[src/rtl/pipe_ctrl_pkg.sv]
// Shared types and constants for the pipeline stall/flush sequencer.
// Stall vector layout: bit0=PC, 1=IF, 2=ID, 3=EX, 4=MEM, 5=WB.
package pipe_ctrl_pkg;

  typedef enum logic [1:0] {
    MC_IDLE = 2'b00,
    MC_BUSY = 2'b01,
    MC_DONE = 2'b10
  } mc_state_t;

  localparam logic [5:0]  STALL_NONE = 6'b000000;
  // Load-use: hold PC/IF/ID, EX receives a bubble
  localparam logic [5:0]  STALL_ID   = 6'b000111;
  // Multicycle EX: hold everything up to and including EX
  localparam logic [5:0]  STALL_EX   = 6'b001111;
  localparam logic [31:0] ZERO_WORD  = 32'h0000_0000;

endpackage

[src/rtl/pipe_ctrl.sv]
// Central stall/flush sequencer for the 5-stage pipeline; owns the
// multicycle-EX occupancy FSM and merges load-use stalls and redirects.
module pipe_ctrl
  import pipe_ctrl_pkg::*;
#(
  parameter int MC_CYCLES = 32,
  parameter int STALL_W   = 6
) (
  input  logic               clk,
  input  logic               rst,
  input  logic               stallreq_id,
  input  logic               ex_mc_start,
  input  logic               ex_mc_cancel,
  input  logic               flush_req,
  input  logic [31:0]        flush_pc,
  output logic [STALL_W-1:0] stall,
  output logic               flush,
  output logic [31:0]        new_pc,
  output logic               mc_busy,
  output logic               mc_done
);

  localparam int              CNT_W    = $clog2(MC_CYCLES);
  localparam logic [CNT_W-1:0] CNT_LOAD = CNT_W'(MC_CYCLES - 2);

  mc_state_t        state_reg, state_next;
  logic [CNT_W-1:0] cnt_reg, cnt_next;
  logic             mc_busy_reg;

  // cnt holds the busy cycles still to come after the current one; the
  // FSM enters MC_DONE as the loaded or decremented count reaches zero,
  // which places mc_done exactly MC_CYCLES-1 cycles after the start cycle.
  always_comb begin
    stall      = STALL_W'(STALL_NONE);
    flush      = 1'b0;
    new_pc     = ZERO_WORD;
    mc_done    = 1'b0;
    state_next = state_reg;
    cnt_next   = cnt_reg;

    if (flush_req) begin
      flush      = 1'b1;
      new_pc     = flush_pc;
      state_next = MC_IDLE;
      cnt_next   = '0;
    end else if (ex_mc_cancel && (state_reg != MC_IDLE)) begin
      state_next = MC_IDLE;
      cnt_next   = '0;
    end else begin
      case (state_reg)
        MC_IDLE: begin
          if (ex_mc_start) begin
            stall      = STALL_W'(STALL_EX);
            cnt_next   = CNT_LOAD;
            state_next = (CNT_LOAD == '0) ? MC_DONE : MC_BUSY;
          end else if (stallreq_id) begin
            stall = STALL_W'(STALL_ID);
          end
        end
        MC_BUSY: begin
          stall    = STALL_W'(STALL_EX);
          cnt_next = cnt_reg - CNT_W'(1);
          if (cnt_reg <= CNT_W'(1)) begin
            state_next = MC_DONE;
            cnt_next   = '0;
          end
        end
        MC_DONE: begin
          mc_done    = 1'b1;
          state_next = MC_IDLE;
        end
        default: begin
          state_next = MC_IDLE;
          cnt_next   = '0;
        end
      endcase
    end

    // Outputs read as idle for as long as reset is held
    if (rst) begin
      stall   = STALL_W'(STALL_NONE);
      flush   = 1'b0;
      new_pc  = ZERO_WORD;
      mc_done = 1'b0;
    end
  end

  always_ff @(posedge clk or posedge rst) begin
    if (rst) begin
      state_reg   <= MC_IDLE;
      cnt_reg     <= '0;
      mc_busy_reg <= 1'b0;
    end else begin
      state_reg   <= state_next;
      cnt_reg     <= cnt_next;
      mc_busy_reg <= (state_next == MC_BUSY);
    end
  end

  assign mc_busy = mc_busy_reg;

endmodule

[config.mk]
export PLATFORM = sky130hd
export DESIGN_NAME = pipe_ctrl
export DESIGN_NICKNAME = d
export VERILOG_FILES = /design/src/rtl/pipe_ctrl_pkg.sv /design/src/rtl/pipe_ctrl.sv
export SDC_FILE = /design/constraint.sdc
export NUM_CORES = 1
export LEC_CHECK = 0
export BUFFER_PORTS_ARGS = -buffer_cell sky130_fd_sc_hd__clkbuf_2
export CAP_MARGIN = 20
export CORE_UTILIZATION = 35
export CTS_CLUSTER_DIAMETER = 40
export CTS_CLUSTER_SIZE = 10
export DETAILED_ROUTE_END_ITERATION = 12
export PLACE_DENSITY = 0.85
export SETUP_SLACK_MARGIN = 0.2
export SLEW_MARGIN = 20
export SYNTH_ARGS = -nofsm -noshare
export SYNTH_HDL_FRONTEND = slang
export SYNTH_SLANG_ARGS = --single-unit
[constraint.sdc]
create_clock -name clk -period 1.6 [get_ports clk]
set_clock_uncertainty 0.2 [all_clocks]
set_input_delay 0.16 -clock clk [delete_from_list [all_inputs] [get_ports clk]]
set_output_delay 0.16 -clock clk [all_outputs]
set_load 0.01 [all_outputs]
---- Yosys cells after proc, flatten, opt, wreduce, memory -nomap -nowiden ----
Index checks and enable logic that the tools add are counted.
cells by class
  $add $sub $neg .......................... 1
  $lt $le $gt $ge ......................... 1
  eq/ne operators ......................... 5
  multiplexer cells ....................... 24
  reduce and logical (&&, ||, !) cells .... 4
operator list
  cell                                                                   count
  32-bit 2-to-1 mux                                                      2
  5-bit 2-to-1 mux                                                       4
  5-bit one-hot mux with 3 select lines                                  1
  4-bit 2-to-1 mux                                                       3
  2-bit 2-to-1 mux                                                       4
  4-bit one-hot mux with 2 select lines                                  1
  1-bit 2-to-1 mux                                                       6
  6-bit 2-to-1 mux                                                       1
  5-bit by 1-bit <= comparator with 1-bit output, second input constant  1
  5-bit by 1-bit subtractor with 5-bit output, second input constant     1
  2-bit by 1-bit == test with 1-bit output, second input constant        2
  4-bit inequality test, second input constant                           1
  2-bit one-hot mux with 2 select lines                                  1
  3-bit 2-to-1 mux                                                       1
  3-bit inequality test, second input constant                           1
  2-bit == test, second input constant                                   1
  2-bit zero test                                                        1
  2-bit AND reduction                                                    1
  2-bit nonzero test                                                     1
  1-bit logical AND                                                      1
storage, ports and cells
  register bits ........................... 8
  input bits .............................. 38
  output and inout port bits .............. 41
  logic and storage cells ................. 38

---- Logic depth before layout (Yosys ltp) ----
  depth after elaboration ................. 6
  gate-level depth with buffers ........... 6
  gate-level depth less buffers ........... 6

---- Least setup slack after synthesis ----
No wires, ideal clock.
  path type ............................... register to output
  start point ............................. register state_reg[1]
  end point ............................... output port stall[1]
  data arrival time ....................... 1,175 ps
  data required time ...................... 1,240 ps
  setup slack ............................. 65 ps
  cell stages (with the launch flop) ...... 4
  buffers on the path ..................... 1
  cell sequence ........................... dfrtp_1 -> a211oi_1 -> o311a_1 -> buf_4
on the way
  word-level cells in the longest chain between the ends .. 5
  elaborated cells on any way between the ends .. 8
  classes of those cells .................. eq/ne: 1; mux: 4; reduce/logical: 3
ends and longest elaborated chain
  element                                                                            line                              RTL
  start: declaration                                                                 pipe_ctrl.sv:26                   mc_state_t state_reg, state_next;
  start signal: assignment                                                           pipe_ctrl.sv:94                   state_reg <= state_next;
  2-bit by 1-bit == test with 1-bit output (tied with other cells)                   pipe_ctrl.sv:50                   case (state_reg)
  4-bit one-hot mux with 2 select lines / 1-bit logical AND (equally long branches)  pipe_ctrl.sv:50, pipe_ctrl.sv:46
  4-bit 2-to-1 mux *                                                                 pipe_ctrl.sv:46                   end else if (ex_mc_cancel && (state_reg != MC_IDLE)) begin
  4-bit 2-to-1 mux *                                                                 pipe_ctrl.sv:41                   if (flush_req) begin
  6-bit 2-to-1 mux *                                                                 pipe_ctrl.sv:80                   if (rst) begin
  end: declaration                                                                   pipe_ctrl.sv:16                   output logic [STALL_W-1:0] stall,
Mark *: on every way between the ends. The rest lies on a longest branch, timed or not.

---- Worst setup path after layout ----
  start point ............................. register state_reg[0]
  end point ............................... output port stall[0]
The elaborated chain is that of the path after synthesis.

==> results.yml <==
sta:
  layout_min_cycle_time_ns: 1.717
  whs_ns: 0.1094
  hold_viol: 0
  slew_violations: 0
  rsz0062_at_grt: "yes"
  setup_violations: 10
  layout_setup_ws_ns: -0.1167
  tns_ns: -0.7331
  layout_worst_path_cycle_share: 1.073
  fmax_mhz: 582.5
detailed_routing:
  viasPerCell: 4.964
  num_vias: 1097
  drt_iter0_markers: 38
  wl_um: 3256
  drc: 0
  postRouteAntennaNets: 0
  firstDrtPassIters: 4
  wire_per_inst_um: 14.73
synth:
  synth_cell_types: 32
  netlist_area_um2: 755.7
  ys_warn_count: 0
  synthSimpleGateAreaFrac: 0.4338
  synth_top_cell_by_area: "and2_1"
  ys_seq_elements: 8
  synth_edf_count: 0
  synth_area_leaders: "and2_1, dfrtp_1, buf_4"
  synthFlopType: "dfrtp_1"
  synth.avg_cell_area_um2: 7.872
  synth_most_common_cell: "and2_1"
  synthXorXnorAreaFrac: 0
  synth-compound-area-share: 0.1722
  synth_common_cells: "and2_1, dfrtp_1, inv_1"
  syn-instance-count: 96
  muxShareOfSynthArea: 0
  synth_top_family_by_area: "simple AND/OR/NAND/NOR gates"
  yosysTopAreaCellShare: 0.2649
  seq_area_frac_synth: 0.2649
  ys_async_sr_fraction: 1.000
  synth-adder-area-share: 0.03311
floorplan:
  die_area_um2: 2349
  fp.dieW_um: 48.47
  ios: 79
  initial_core_util: 0.3775
  die_height_um: 48.47
  rows: 16
  core_area_um2: 2002
worst_setup_path:
  slowest_delay_ns: 0.44
  cp-start-kind: "flop"
  worstPathRequired_ns: 1.24
  slowest_stage: "dfrtp_2"
  worstPathMaxFanout: 4
  r2r-start: "state_reg[0]"
  cp-startpoint: "state_reg[0]"
  cp-end-kind: "output port"
  critPathKind: "flop to output port"
  path_cells: "a211oi_4 -> o311a_4 -> buf_2"
  arrival_ns: 1.36
min_path:
  min_from: "flush_req"
  hp-class: "input port to flop"
layout:
  syn2layout_area_growth_pct: 106.1
  design_area_um2: 1558
  final_nets: 236
  diodes: 0
  fin_util: 0.7781
  stdcell_count: 221
  fill_cells: 138
  largest_reg_flops: 5
  register_area_um2: 203.9
  multi_input_area_um2: 650.6
  final_layout_size_suffix_gt1_frac: 0.6856
outcome:
  violations: "setup timing"
  status: "finished with violations"
place:
  gp_congestion: 0.8292
  port_buffers: 76
  hpwl_um: 1945
  dp_cells: 196
  placed_area_um2: 1191
  post-place-ws_ns: -0.001521
clock_tree:
  cts_buffer_depth: 2
  htreeDepth: 1
  cts_sinks: 8
  cts_buffers: 3
  cts_tree: "built"
  root_buffer: "clkbuf_4"
  worst_skew_pair.late_latency_ns: 0.25
  clk_pin_slew_ns: 0.06
power_and_ir_drop:
  p_total_uw: 904.4
  p_leak_nw: 0.8405
  ir_drop_uv: 827.9
  p_per_area_nw_per_um2: 580.6
grt:
  grt_max_degree: 34
  grt_pass1_vias: 943
  grt_use_total: 0.2448
  overflow: 0
  antenna_found_initial: 0
  grt_pass1_wl_um: 4526
run:
  cap_viol_max_count: 0
[path summary, 6_finish.rpt]
kind                                end  slack, ns  depth (start not counted)
max                            stall[0]      -0.12                          3
min                          cnt_reg[0]       0.11                          4
max reg2reg                  cnt_reg[1]      -0.06                          7
min reg2reg                  cnt_reg[4]       0.38                          2
max in group asynchronous  state_reg[0]       0.64                          4
min in group asynchronous    cnt_reg[1]       0.23                          3
[layout make-up]
| type | instances | area share |
|---|---|---|
| multi-input cells | 75 | 0.4177 |
| repair buffers | 102 | 0.4008 |
| flip-flops and latches | 8 | 0.1309 |
| well taps | 27 | 0.02169 |
| clock buffers | 3 | 0.01446 |
| inverters | 6 | 0.01446 |
[cells by family (layout without fill, tap and decap cells)]
group           after synthesis  after routing
simple gates                 55             55
flops                         8              8
other cells                   1              2
fa+ha+maj                     2              2
buf+inv                      14            111
compound gates               16             16
[cells in the final DEF (no fill, tap or decap), types with 2 or more instances in the layout]
master,Yosys,layout
a21oi_1,3,3
and2_1,32,32
buf_2,1,4
buf_4,4,18
buf_6,0,7
clkbuf_2,0,70
clkbuf_4,0,3
conb_1,1,2
dfrtp_1,8,5
dfrtp_2,0,3
dlygate4sd3_1,0,2
ha_4,0,2
inv_1,6,4
inv_2,0,2
nand2_2,0,3
nor2_4,0,2
nor2b_1,2,2
nor3_1,4,2
nor3_2,0,2
[power breakdown]
| group | switching, mW | internal [mW] |
|---|---|---|
| logic | 0.236 | 0.257 |
| clock network | 0.0703 | 0.0860 |
| registers | 0.0307 | 0.225 |
| total | 0.337 | 0.568 |
[per-layer routing]
metal / vias to the layer above / part of all wire / track usage
met3: 7 / 0.090 / 0.07233
met2: 66 / 0.52 / 0.4296
met1: 509 / 0.37 / 0.2750
met5: - / 0 / 0
li1: 515 / - / -
met4: 0 / 0.027 / 0.1029
[timing repair]
item                                    4_1_cts  5_1_grt
setup buffers                                 8       12
pin swaps                                     9       10
gates resized for setup                      16       33
endpoints found under the hold margin         8        2
endpoints found under the setup margin       13       45
hold buffers                                  1        1
[critical path, delay by kind of cell, from the launching register on]
family                 cells  cell delay [ns]
AO/OA/AOI/OAI              2             0.54
flip-flops                 1             0.44
buffers and inverters      1             0.12
(Power assumes the default switching activity.)
